<file path="src/rtl/pc_fetch_stage_if.sv">
`default_nettype none
// ============================================================================
// Module      : pc_fetch_stage_if
// Description : Signal bundle between the fetch stage and its surroundings
//               (PC+4 adder, instruction memory, control/hazard units and
//               the decode stage). The optional misalign_trap wire exists
//               only when PC_MISALIGN_TRAP_EN is defined.
// Revision    : 1.0 - initial release
// ============================================================================
interface pc_fetch_stage_if;
  logic [31:0] pc;
  logic [31:0] pc_plus4;
  logic [31:0] instr_in;
  logic        branch_taken;
  logic [31:0] branch_target;
  logic        jump;
  logic [25:0] jump_index;
  logic        stall;
  logic [31:0] if_id_instr;
  logic [31:0] if_id_pc4;
  logic        if_id_valid;
  logic [31:0] fetch_count;
`ifdef PC_MISALIGN_TRAP_EN
  logic        misalign_trap;
`endif

  // Fetch-stage side: owns the PC and the IF/ID register
  modport master (
    input  pc_plus4, instr_in, branch_taken, branch_target,
           jump, jump_index, stall,
`ifdef PC_MISALIGN_TRAP_EN
    output misalign_trap,
`endif
    output pc, if_id_instr, if_id_pc4, if_id_valid, fetch_count
  );

  // Environment side: adders, memory, control and decode
  modport slave (
    output pc_plus4, instr_in, branch_taken, branch_target,
           jump, jump_index, stall,
`ifdef PC_MISALIGN_TRAP_EN
    input  misalign_trap,
`endif
    input  pc, if_id_instr, if_id_pc4, if_id_valid, fetch_count
  );
endinterface
`default_nettype wire

</file>
<file path="src/rtl/pc_fetch_stage.sv">
`default_nettype none
// ============================================================================
// Module      : pc_fetch_stage
// Description : MIPS instruction-fetch stage: PC register, next-PC select
//               (stall > jump > branch > sequential) and IF/ID register.
//               Optional macro PC_MISALIGN_TRAP_EN: a branch to a misaligned
//               target goes to TRAP_VECTOR and pulses misalign_trap.
// Revision    : 1.0 - initial release
// ============================================================================
module pc_fetch_stage #(
  parameter logic [31:0] RESET_VECTOR = 32'h0000_0000,
  parameter logic [31:0] NOP_INSTR    = 32'h0000_0000
`ifdef PC_MISALIGN_TRAP_EN
  ,
  parameter logic [31:0] TRAP_VECTOR  = 32'h0000_0080
`endif
) (
  input  logic             clk,
  input  logic             rst,
  pc_fetch_stage_if.master fetch_if
);

  typedef enum logic [0:0] {
    RESET_HOLD = 1'b0,
    RUN        = 1'b1
  } state_t;

  state_t      state_q, state_d;
  logic [31:0] pc_q, pc_d;
  logic [31:0] instr_q, instr_d;
  logic [31:0] pc4_q, pc4_d;
  logic        valid_q, valid_d;
  logic [31:0] count_q, count_d;
`ifdef PC_MISALIGN_TRAP_EN
  logic        trap_q, trap_d;
`endif

  logic [31:0] jump_target;

  // Jump target is built from the jump's own PC+4, held in IF/ID
  assign jump_target = {pc4_q[31:28], fetch_if.jump_index, 2'b00};

  // Next-state and next-PC selection; every register holds unless told otherwise
  always_comb begin
    state_d = state_q;
    pc_d    = pc_q;
    instr_d = instr_q;
    pc4_d   = pc4_q;
    valid_d = valid_q;
    count_d = count_q;
`ifdef PC_MISALIGN_TRAP_EN
    trap_d  = 1'b0;
`endif
    case (state_q)
      RESET_HOLD: begin
        // One idle edge after reset release; control inputs are not yet meaningful
        state_d = RUN;
      end
      RUN: begin
        if (fetch_if.stall) begin
          // Everything freezes; control unit re-presents redirects afterwards
        end else if (fetch_if.jump || fetch_if.branch_taken) begin
          if (fetch_if.jump) begin
            pc_d = jump_target;
          end else begin
            pc_d = fetch_if.branch_target;
`ifdef PC_MISALIGN_TRAP_EN
            if (fetch_if.branch_target[1:0] != 2'b00) begin
              pc_d   = TRAP_VECTOR;
              trap_d = 1'b1;
            end
`endif
          end
          // Squash the wrong-path instruction fetched this cycle
          instr_d = NOP_INSTR;
          pc4_d   = 32'h0000_0000;
          valid_d = 1'b0;
        end else begin
          pc_d    = fetch_if.pc_plus4;
          instr_d = fetch_if.instr_in;
          pc4_d   = fetch_if.pc_plus4;
          valid_d = 1'b1;
          count_d = count_q + 32'd1;
        end
      end
      default: state_d = RESET_HOLD;
    endcase
  end

  // State, PC and IF/ID registers with asynchronous reset
  always_ff @(posedge clk or posedge rst) begin
    if (rst) begin
      state_q <= RESET_HOLD;
      pc_q    <= RESET_VECTOR;
      instr_q <= NOP_INSTR;
      pc4_q   <= 32'h0000_0000;
      valid_q <= 1'b0;
      count_q <= 32'h0000_0000;
    end else begin
      state_q <= state_d;
      pc_q    <= pc_d;
      instr_q <= instr_d;
      pc4_q   <= pc4_d;
      valid_q <= valid_d;
      count_q <= count_d;
    end
  end

`ifdef PC_MISALIGN_TRAP_EN
  // One-cycle trap pulse following a misaligned branch redirect
  always_ff @(posedge clk or posedge rst) begin
    if (rst) begin
      trap_q <= 1'b0;
    end else begin
      trap_q <= trap_d;
    end
  end

  assign fetch_if.misalign_trap = trap_q;
`endif

  assign fetch_if.pc          = pc_q;
  assign fetch_if.if_id_instr = instr_q;
  assign fetch_if.if_id_pc4   = pc4_q;
  assign fetch_if.if_id_valid = valid_q;
  assign fetch_if.fetch_count = count_q;

endmodule
`default_nettype wire

</file>
<file path="src/flat_wrapper.sv">
// flat-port wrapper written by rule: the top's interface ports become plain ports
module pc_fetch_stage_flat 
#(
  parameter logic [31:0] RESET_VECTOR = 32'h0000_0000,
  parameter logic [31:0] NOP_INSTR    = 32'h0000_0000

)
  (clk, rst, fetch_if_pc_plus4, fetch_if_instr_in, fetch_if_branch_taken, fetch_if_branch_target, fetch_if_jump, fetch_if_jump_index, fetch_if_stall, fetch_if_pc, fetch_if_if_id_instr, fetch_if_if_id_pc4, fetch_if_if_id_valid, fetch_if_fetch_count);
  pc_fetch_stage_if fetch_if_i ();
  input  logic clk;
  input  logic rst;
  input wire logic [$bits(fetch_if_i.pc_plus4)-1:0] fetch_if_pc_plus4;
  input wire logic [$bits(fetch_if_i.instr_in)-1:0] fetch_if_instr_in;
  input wire logic [$bits(fetch_if_i.branch_taken)-1:0] fetch_if_branch_taken;
  input wire logic [$bits(fetch_if_i.branch_target)-1:0] fetch_if_branch_target;
  input wire logic [$bits(fetch_if_i.jump)-1:0] fetch_if_jump;
  input wire logic [$bits(fetch_if_i.jump_index)-1:0] fetch_if_jump_index;
  input wire logic [$bits(fetch_if_i.stall)-1:0] fetch_if_stall;
  output wire logic [$bits(fetch_if_i.pc)-1:0] fetch_if_pc;
  output wire logic [$bits(fetch_if_i.if_id_instr)-1:0] fetch_if_if_id_instr;
  output wire logic [$bits(fetch_if_i.if_id_pc4)-1:0] fetch_if_if_id_pc4;
  output wire logic [$bits(fetch_if_i.if_id_valid)-1:0] fetch_if_if_id_valid;
  output wire logic [$bits(fetch_if_i.fetch_count)-1:0] fetch_if_fetch_count;
  assign fetch_if_i.pc_plus4 = fetch_if_pc_plus4;
  assign fetch_if_i.instr_in = fetch_if_instr_in;
  assign fetch_if_i.branch_taken = fetch_if_branch_taken;
  assign fetch_if_i.branch_target = fetch_if_branch_target;
  assign fetch_if_i.jump = fetch_if_jump;
  assign fetch_if_i.jump_index = fetch_if_jump_index;
  assign fetch_if_i.stall = fetch_if_stall;
  assign fetch_if_pc = fetch_if_i.pc;
  assign fetch_if_if_id_instr = fetch_if_i.if_id_instr;
  assign fetch_if_if_id_pc4 = fetch_if_i.if_id_pc4;
  assign fetch_if_if_id_valid = fetch_if_i.if_id_valid;
  assign fetch_if_fetch_count = fetch_if_i.fetch_count;
  pc_fetch_stage #(.RESET_VECTOR(RESET_VECTOR), .NOP_INSTR(NOP_INSTR)) u_core (.clk(clk), .rst(rst), .fetch_if(fetch_if_i));
endmodule
</file>
<file path="config.mk">
export PLATFORM = sky130hd
export DESIGN_NAME = pc_fetch_stage_flat
export DESIGN_NICKNAME = d
export VERILOG_FILES = /design/src/rtl/pc_fetch_stage_if.sv /design/src/rtl/pc_fetch_stage.sv /design/src/flat_wrapper.sv
export SDC_FILE = /design/constraint.sdc
export NUM_CORES = 1
export LEC_CHECK = 0
export CAP_MARGIN = 20
export CORE_UTILIZATION = 50
export DETAILED_ROUTE_END_ITERATION = 8
export DONT_BUFFER_PORTS = 1
export GPL_ROUTABILITY_DRIVEN = 0
export PLACE_DENSITY = 0.68
export SYNTH_ARGS = -nofsm -noshare
export SYNTH_HDL_FRONTEND = slang
export SYNTH_SLANG_ARGS = --single-unit
</file>
<file path="constraint.sdc">
create_clock -name clk -period 8.3 [get_ports clk]
set_input_delay 2.075 -clock clk [delete_from_list [all_inputs] [get_ports clk]]
set_output_delay 2.075 -clock clk [all_outputs]
set_load 0.02 [all_outputs]
</file>
==> impl_metrics.tcl, run 1 <==
set metrics [dict create \
    status "completed" \
    cap_violations 0 \
    rsz0062_at_grt "false" \
    drc 0 \
    seq_area_um2 3250 \
    place_area_um2 5480 \
    nets 551 \
    slew_viol_final 0 \
    wire_per_inst_um 22.6 \
    viasPerCell 6.42 \
    die_area_um2 11300 \
    endpoint_kind "flip-flop" \
    cts_tree "built" \
    synthTopCellsByCount "dfrtp_1, a22o_1, nor2_1" \
    overflow 0 \
    path_delay_family "simple AND/OR/NAND/NOR gates" \
    yosysTopAreaCellShare_pct 60.1 \
    synth_flop_cell "dfrtp_1" \
    die_x_um 106 \
    synthCells 435 \
    layoutNonFillerInstCount 572 \
    design_area_um2 6090 \
    syn_area_um2 5420 \
    powerDensity_nw_per_um2 276 \
    ys_types 34 \
    hpwl_um 8870 \
    slew_headroom_pct 30.5 \
    grt_first_pass_wirelength_um 20300 \
    crit_fanout 13 \
    ys_warn_count 0 \
    crit_path_top_delay_cell "nor4_4" \
    fin_crit_ps 3460 \
    antenna_left 0 \
    start_util_pct 52.0 \
    fin_util_pct 58.5 \
    postCtsSetupBuffers 0 \
    drt_iter0_markers 243 \
    cp_data_required_time_ps 8690 \
    root_buffer "clkbuf_8" \
    clockBufferDepth 2 \
    synth_edf_count 0 \
    ys_ff_latch 130 \
    yosys.area.top_type "dfrtp_1" \
    routed-via-count 3674 \
    nFillCells 854 \
    finalSetupViolCount 0 \
    core_um2 10400 \
    dr.pass1.iters 4 \
    grt_pass1_vias 3636 \
    cts_resized 0 \
    syn_avg_cell_area_um2 12.4 \
    critPathLaunchType "primary input" \
    post-synth-top-count-cell "dfrtp_1" \
    n_antenna_cell 0 \
    final_layout_size_suffix_gt1_share_pct 10.8 \
    port_buffers 0 \
    cp_cell_sequence "or4b_4 -> nor4_4 -> nand4_2 -> xnor2_2" \
    critPathBufInv 0 \
    skew_ps 6.03 \
    async_flop_share_pct 100 \
    ios 256 \
    ys_seq_area_share_pct 60.1 \
    routed_wl_um 12900 \
    critical_path_class "in -> reg" \
    tightestPinTransition_ps 1040 \
    clk_pin_slew_ps 60 \
    grt_max_degree 92 \
    cp.arrival_ps 3850 \
    min_path_type "reg -> reg" \
    clock_latency_ps 510 \
    fin_crit_sh_pct 41.7 \
    p_leak_nw 2.77 \
    fp.dieH_um 106 \
    finalHoldViolations 0 \
    synthTopCellsByArea "dfrtp_1, a22o_1, a221o_1, xnor2_1, a22oi_1" \
    max_stage_delay_ps 770 \
    power_mw 1.68 \
    fmax_mhz 289 \
    numClockSinks 130 \
    synth_nets 563 \
    areaGrowthSynthToFinish_pct 12.5 \
    grt_use_total_pct 23.9 \
    h-tree-depth 4 \
    rows 37 \
    postCtsHoldBufs 0 \
    multi_input_area_um2 2010 \
    ir_drop_mv 0.128 \
    post-place-cells 540 \
    numCtsBuffers 17 \
    tns_ps 0 \
    antenna_found_initial 0 \
]
[final cells by class]
type	count	area share, %
Timing Repair Buffer	3	0.370
Tap cell	136	2.79
Inverter	5	0.349
Clock buffer	19	7.08
Multi-Input combinational cell	266	33.0
Sequential cell	130	53.4
Clock inverter	13	3.02
[flip-flops by register name (all words and copies together), names as in the netlist]
| register | cells |
|---|---|
| u_core.fetch_if.fetch_count | 32 |
| u_core.fetch_if.if_id_instr | 32 |
| u_core.fetch_if.if_id_pc4 | 32 |
| u_core.fetch_if.if_id_valid | 1 |
| u_core.fetch_if.pc | 32 |
| u_core.state_q | 1 |
[worst min-delay path, stage by stage (launching register included)]
cell,delay (ps)
dfrtp_1,470
nand2_1,100
nand2_1,50
[worst paths after layout]
path / start / end / slack, ps / cells after the start
hold reg to reg: u_core.fetch_if.if_id_valid / u_core.fetch_if.if_id_valid / 650 / 2
max in group asynchronous: rst / u_core.fetch_if.if_id_pc4[1] / 5370 / 2
hold / removal: u_core.fetch_if.if_id_valid / u_core.fetch_if.if_id_valid / 650 / 2
min in group asynchronous: rst / u_core.fetch_if.if_id_pc4[19] / 1530 / 1
setup reg to reg: u_core.fetch_if.fetch_count[2] / u_core.fetch_if.fetch_count[31] / 5990 / 4
setup / recovery: fetch_if_branch_taken / u_core.fetch_if.fetch_count[31] / 4840 / 4
[logic make-up after synthesis]
kind of cell             count (synthesis)  share of synthesized area [%]
AO/OA/AOI/OAI                          126                           19.8
other                                    1                         0.0692
AND/OR/NAND/NOR                        101                           10.5
adder cells (fa/ha/maj)                  1                          0.231
XOR/XNOR                                31                           5.15
multiplexers                             6                           1.11
buffers and inverters                   39                           3.12
flip-flops                             130                           60.1
[metal layers]
layer | global-route usage (%) | part of all wire (%)
met3 | 10.9 | 9.4
met4 | 9.72 | 1.4
met1 | 28.6 | 40
met5 | 0 | 0
met2 | 37.4 | 50
[power breakdown]
group | leakage [nW] | switching (mW) | internal [mW]
registers | 1.73 | 0.121 | 0.688
logic | 0.762 | 0.0535 | 0.0516
clock network | 0.282 | 0.272 | 0.495
total | 2.77 | 0.446 | 1.23
[metrics by stage]
step | setup slack (ps) | hold slack, ps
final | 4840 | 647
after global routing | 4740 | 668
after CTS | 4850 | 648
after detailed placement | 4310 | 639
after global placement | 4340 | 608
after floorplan | 2760 | 590
[cells in the final DEF, fill, tap and decap left out, types with 2 or more instances in the layout]
cell type / netlist / routed
bufinv_16: 0 / 4
buf_4: 0 / 3
a22o_1: 64 / 64
and3_1: 3 / 3
nand2_1: 18 / 18
clkinv_2: 0 / 2
a22oi_1: 26 / 26
xnor2_1: 25 / 25
nor4_4: 2 / 2
nor4_1: 4 / 4
inv_1: 5 / 4
a21oi_1: 4 / 4
clkbuf_16: 0 / 16
nor3_1: 3 / 3
nand4_1: 13 / 13
clkinvlp_4: 0 / 6
dfrtp_1: 130 / 130
and4_1: 3 / 3
xor2_1: 5 / 5
o21ai_1: 4 / 4
o31ai_1: 2 / 2
nand3_1: 11 / 11
a221o_1: 26 / 26
nor2_1: 33 / 33
nand3_2: 2 / 2
nand4_2: 2 / 2
mux2i_1: 6 / 6
clkbuf_8: 0 / 2
(Power assumes the default switching activity.)
==> run 2, diff against run 1 <==
Settings changed: PLACE_DENSITY 0.68 to 0.71.
Clock period 8.3 ns to 2.9 ns, I/O delays scaled along.
==> impl_metrics.tcl, run 2 (synthesis results as in run 1) <==
set metrics [dict create \
    status "completed" \
    p_switching_mw 1.27 \
    grt_first_pass_wirelength_um 20500 \
    cap_violations 0 \
    p_comb_share_pct 6.5 \
    finalSetupViolCount 0 \
    nets 556 \
    wire_per_inst_um 22.9 \
    cp_cell_sequence "nand3_1 -> nor4_4 -> buf_4 -> nand4_1 -> xnor2_1" \
    ios 256 \
    areaGrowthSynthToFinish_pct 12.8 \
    seq_power_share_pct 49.1 \
    n_antenna_cell 0 \
    routed_wl_um 13200 \
    r2r_start "u_core.fetch_if.fetch_count[2]" \
    root_buffer "clkbuf_8" \
    critical_path_class "reg -> reg" \
    tightestPinTransition_ps 920 \
    r2r_cells 5 \
    critPathLaunchType "flip-flop" \
    p_leak_nw 2.80 \
    start_util_pct 52.0 \
    cts_resized 0 \
    rsz0062_at_grt "false" \
    postCtsSetupBuffers 0 \
    clockPowerShare_pct 44.3 \
    grt_pass1_vias 3655 \
    slew_viol_final 0 \
    die_x_um 106 \
    final_common_cell "dfrtp_1" \
    dp_slack_ps 418 \
    holdWs_ps 279 \
    crit_fanout 10 \
    ir_drop_mv 0.318 \
    drc 0 \
    skew_ps 5.75 \
    max_stage_delay_ps 550 \
    layout_common_cells "dfrtp_1, a22o_1, nor2_1, a22oi_1, a221o_1" \
    fin_crit_ps 2130 \
    numClockSinks 130 \
    postCtsHoldBufs 0 \
    cts_tree "built" \
    clock_latency_ps 510 \
    port_buffers 0 \
    fin_crit_sh_pct 73.4 \
    clockBufferDepth 2 \
    antenna_left 0 \
    swShare_pct 26.9 \
    reg2reg_to "u_core.fetch_if.fetch_count[17]" \
    dr.pass1.iters 5 \
    cp_data_required_time_ps 3290 \
    numCtsBuffers 17 \
    grt_use_total_pct 24.1 \
    viasPerCell 6.39 \
    cp.arrival_ps 2520 \
    setup_slack_ps 772 \
    overflow 0 \
    rows 37 \
    finalHoldViolations 0 \
    fp.dieH_um 106 \
    antenna_found_initial 0 \
    core_um2 10400 \
    die_area_um2 11300 \
    h-tree-depth 4 \
    crit_path_top_delay_cell "dfrtp_1" \
    slew_headroom_pct 38.7 \
    min_path_type "in -> async" \
    final_layout_size_suffix_gt1_share_pct 11.1 \
    drt_iter0_markers 293 \
    clk_pin_slew_ps 60 \
    intPower_mw 3.45 \
    fmax_mhz 470 \
    grt_max_degree 131 \
    tns_ps 0 \
    routed-via-count 3685 \
    endpoint_kind "flip-flop" \
    hpwl_um 9120 \
    powerDensity_nw_per_um2 772 \
    reg2reg_slack_ps 770 \
]
[run 2: area by class of cell]
type | count | area, µm²
Tap cell | 136 | 170
Clock buffer | 22 | 443
Fill cell | 858 | 4310
Inverter | 5 | 22.5
Clock inverter | 10 | 134
Sequential cell | 130 | 3250
Multi-Input combinational cell | 266 | 2010
Timing Repair Buffer | 8 | 72.6
[run 2: worst max-delay path by stage]
stage,startpoint,to,cells after the start
final,u_core.fetch_if.fetch_count[2],u_core.fetch_if.fetch_count[17],5
after global routing,u_core.fetch_if.fetch_count[2],u_core.fetch_if.fetch_count[17],5
after CTS,u_core.fetch_if.fetch_count[2],u_core.fetch_if.fetch_count[17],5
after detailed placement,fetch_if_branch_taken,u_core.fetch_if.fetch_count[17],5
after global placement,fetch_if_branch_taken,u_core.fetch_if.fetch_count[13],5
after floorplan,fetch_if_branch_taken,u_core.fetch_if.fetch_count[31],7
[run 2: worst max-delay path, delay by kind of cell (launching register included)]
family,cells,cell delay (ps)
XOR/XNOR,1,160
buffers and inverters,1,250
flip-flops,1,550
AND/OR/NAND/NOR,3,1040
[run 2: per-stage QoR]
stage | total power, mW | utilization [%] | instance area [µm²] | std cells
after global placement | 2.64 | 53.1 | 5530 | 545
after floorplan | 2.56 | - | 5420 | 435
final | 4.72 | 58.6 | 6110 | 577
after CTS | 4.76 | 58.6 | 6110 | 577
after detailed placement | 2.66 | 53.1 | 5530 | 545
after global routing | 4.89 | 58.6 | 6110 | 577
[run 2: metal layers]
metal / wire length [µm] / GRT usage (%)
met1: 5500 / 30.7
met2: 6560 / 37.8
met3: 1000 / 8.77
met4: 144 / 8.53
met5: 0 / 0
[run 2: power groups by stage]
stage                     Sequential, mW  Combinational (mW)  Clock, mW
after floorplan                     2.29               0.270          0
after global placement              2.34               0.298          0
after detailed placement            2.35               0.314          0
after CTS                           2.32               0.312       2.13
after global routing                2.33               0.348       2.21
final                               2.32               0.308       2.09
==> run 3, diff against run 2 <==
Settings changed: PLACE_DENSITY 0.71 to 0.68.
Clock period 2.9 ns to 2 ns, I/O delays scaled along.
==> impl_metrics.tcl, run 3 (synthesis results as in run 1) <==
set metrics [dict create \
    status "completed" \
    routed-via-count 3845 \
    areaGrowthSynthToFinish_pct 16.1 \
    port_buffers 0 \
    drc 0 \
    finalSetupViolCount 0 \
    max_stage_delay_ps 530 \
    final_common_cell "dfrtp_1" \
    cp_cell_sequence "or4b_4 -> nor4_4 -> buf_4 -> nand4_1 -> xnor2_1" \
    ir_drop_mv 0.597 \
    critPathLaunchType "flip-flop" \
    grt_first_pass_wirelength_um 21200 \
    wire_per_inst_um 23.1 \
    grt_max_degree 68 \
    hpwl_um 9500 \
    r2r_start "u_core.state_q" \
    power_mw 6.73 \
    postCtsSetupBuffers 0 \
    cp_num_cells 5 \
    fin_crit_ps 1820 \
    grt_pass1_vias 3882 \
    final_layout_size_suffix_gt1_share_pct 15.3 \
    antenna_left 0 \
    cap_violations 0 \
    reg2reg_slack_ps 180 \
    skew_ps 13.0 \
    root_buffer "clkbuf_8" \
    ios 256 \
    min_path_type "in -> reg" \
    reg2reg_to "u_core.fetch_if.fetch_count[18]" \
    nFillCells 839 \
    place_area_um2 5720 \
    clock_latency_ps 530 \
    endpoint_kind "flip-flop" \
    clk_pin_slew_ps 60 \
    core_um2 10400 \
    setup.worst_path.start "u_core.state_q" \
    p_leak_nw 2.88 \
    worstSetupEndpoint "u_core.fetch_if.fetch_count[18]" \
    numClockSinks 130 \
    holdWs_ps 96.1 \
    h-tree-depth 4 \
    dp_slack_ps 54.9 \
    crit_fanout 8 \
    fp.dieH_um 106 \
    critical_path_class "reg -> reg" \
    fin_util_pct 60.4 \
    clockBufferDepth 2 \
    critPathBufInv 1 \
    slew_viol_final 0 \
    crit_path_top_delay_cell "or4b_4" \
    antenna_found_initial 0 \
    cp.arrival_ps 2220 \
    finalHoldViolations 0 \
    grt_use_total_pct 24.9 \
    fin_crit_sh_pct 91.1 \
    die_area_um2 11300 \
    slew_headroom_pct 28.4 \
    layout_common_cells "dfrtp_1, a22o_1, nor2_1, a22oi_1, a221o_1" \
    tightestPinTransition_ps 1070 \
    rows 37 \
    powerDensity_nw_per_um2 1070 \
    overflow 0 \
    numCtsBuffers 17 \
    rsz0062_at_grt "false" \
    cts_tree "built" \
    fmax_mhz 549 \
    r2r_cells 5 \
    start_util_pct 52.0 \
    drt_iter0_markers 242 \
    nets 573 \
    design_area_um2 6290 \
    setup_slack_ps 177 \
    routed_wl_um 13700 \
    cp_data_required_time_ps 2400 \
    path_delay_family "simple AND/OR/NAND/NOR gates" \
    dr.pass1.iters 4 \
    n_antenna_cell 0 \
    viasPerCell 6.47 \
    die_x_um 106 \
]
run 3: routing by layer:
layer / up-vias / global-route usage [%] / share of wire [%]
met1: 1939 / 30.7 / 40
li1: 1666 / - / -
met3: 29 / 10.7 / 9.4
met4: 0 / 12.2 / 2.4
met2: 211 / 37.7 / 48
met5: - / 0 / 0
run 3: where the power goes:
part	leakage [nW]	switching [mW]	total [mW]	internal [mW]
combinational	0.899	0.319	0.594	0.275
sequential	1.73	0.427	3.28	2.85
clock	0.257	1.20	2.85	1.65
run 3: layout make-up:
cell class | instances | area, µm² | share of cell area (%)
Timing Repair Buffer | 25 | 265 | 4.22
Sequential cell | 130 | 3250 | 51.7
Multi-Input combinational cell | 266 | 2030 | 32.2
Clock inverter | 15 | 135 | 2.15
Tap cell | 136 | 170 | 2.71
Inverter | 5 | 22.5 | 0.358
Clock buffer | 17 | 414 | 6.59
run 3: how the worst min path moves through the flow:
stage	startpoint	end	slack, ps	cells after the start
after floorplan	u_core.fetch_if.fetch_count[26]	u_core.fetch_if.fetch_count[26]	580	1
after global placement	rst	u_core.fetch_if.fetch_count[4]	420	1
after detailed placement	rst	u_core.fetch_if.fetch_count[14]	440	1
after CTS	fetch_if_jump	u_core.fetch_if.pc[0]	60	1
after global routing	fetch_if_pc_plus4[1]	u_core.fetch_if.if_id_pc4[1]	80	1
final	fetch_if_pc_plus4[30]	u_core.fetch_if.if_id_pc4[30]	100	1
run 3: stage by stage:
step                      setup TNS, ps  instances
after floorplan                  -14450        435
after global routing                  0        594
final                                 0        594
after global placement                0        561
after CTS                             0        594
after detailed placement              0        561
run 3: repair_timing:
item,in CTS,in global routing
resized for setup,0,1
setup endpoints to repair,0,1
hold buffers,1,0
hold endpoints to repair,18,0
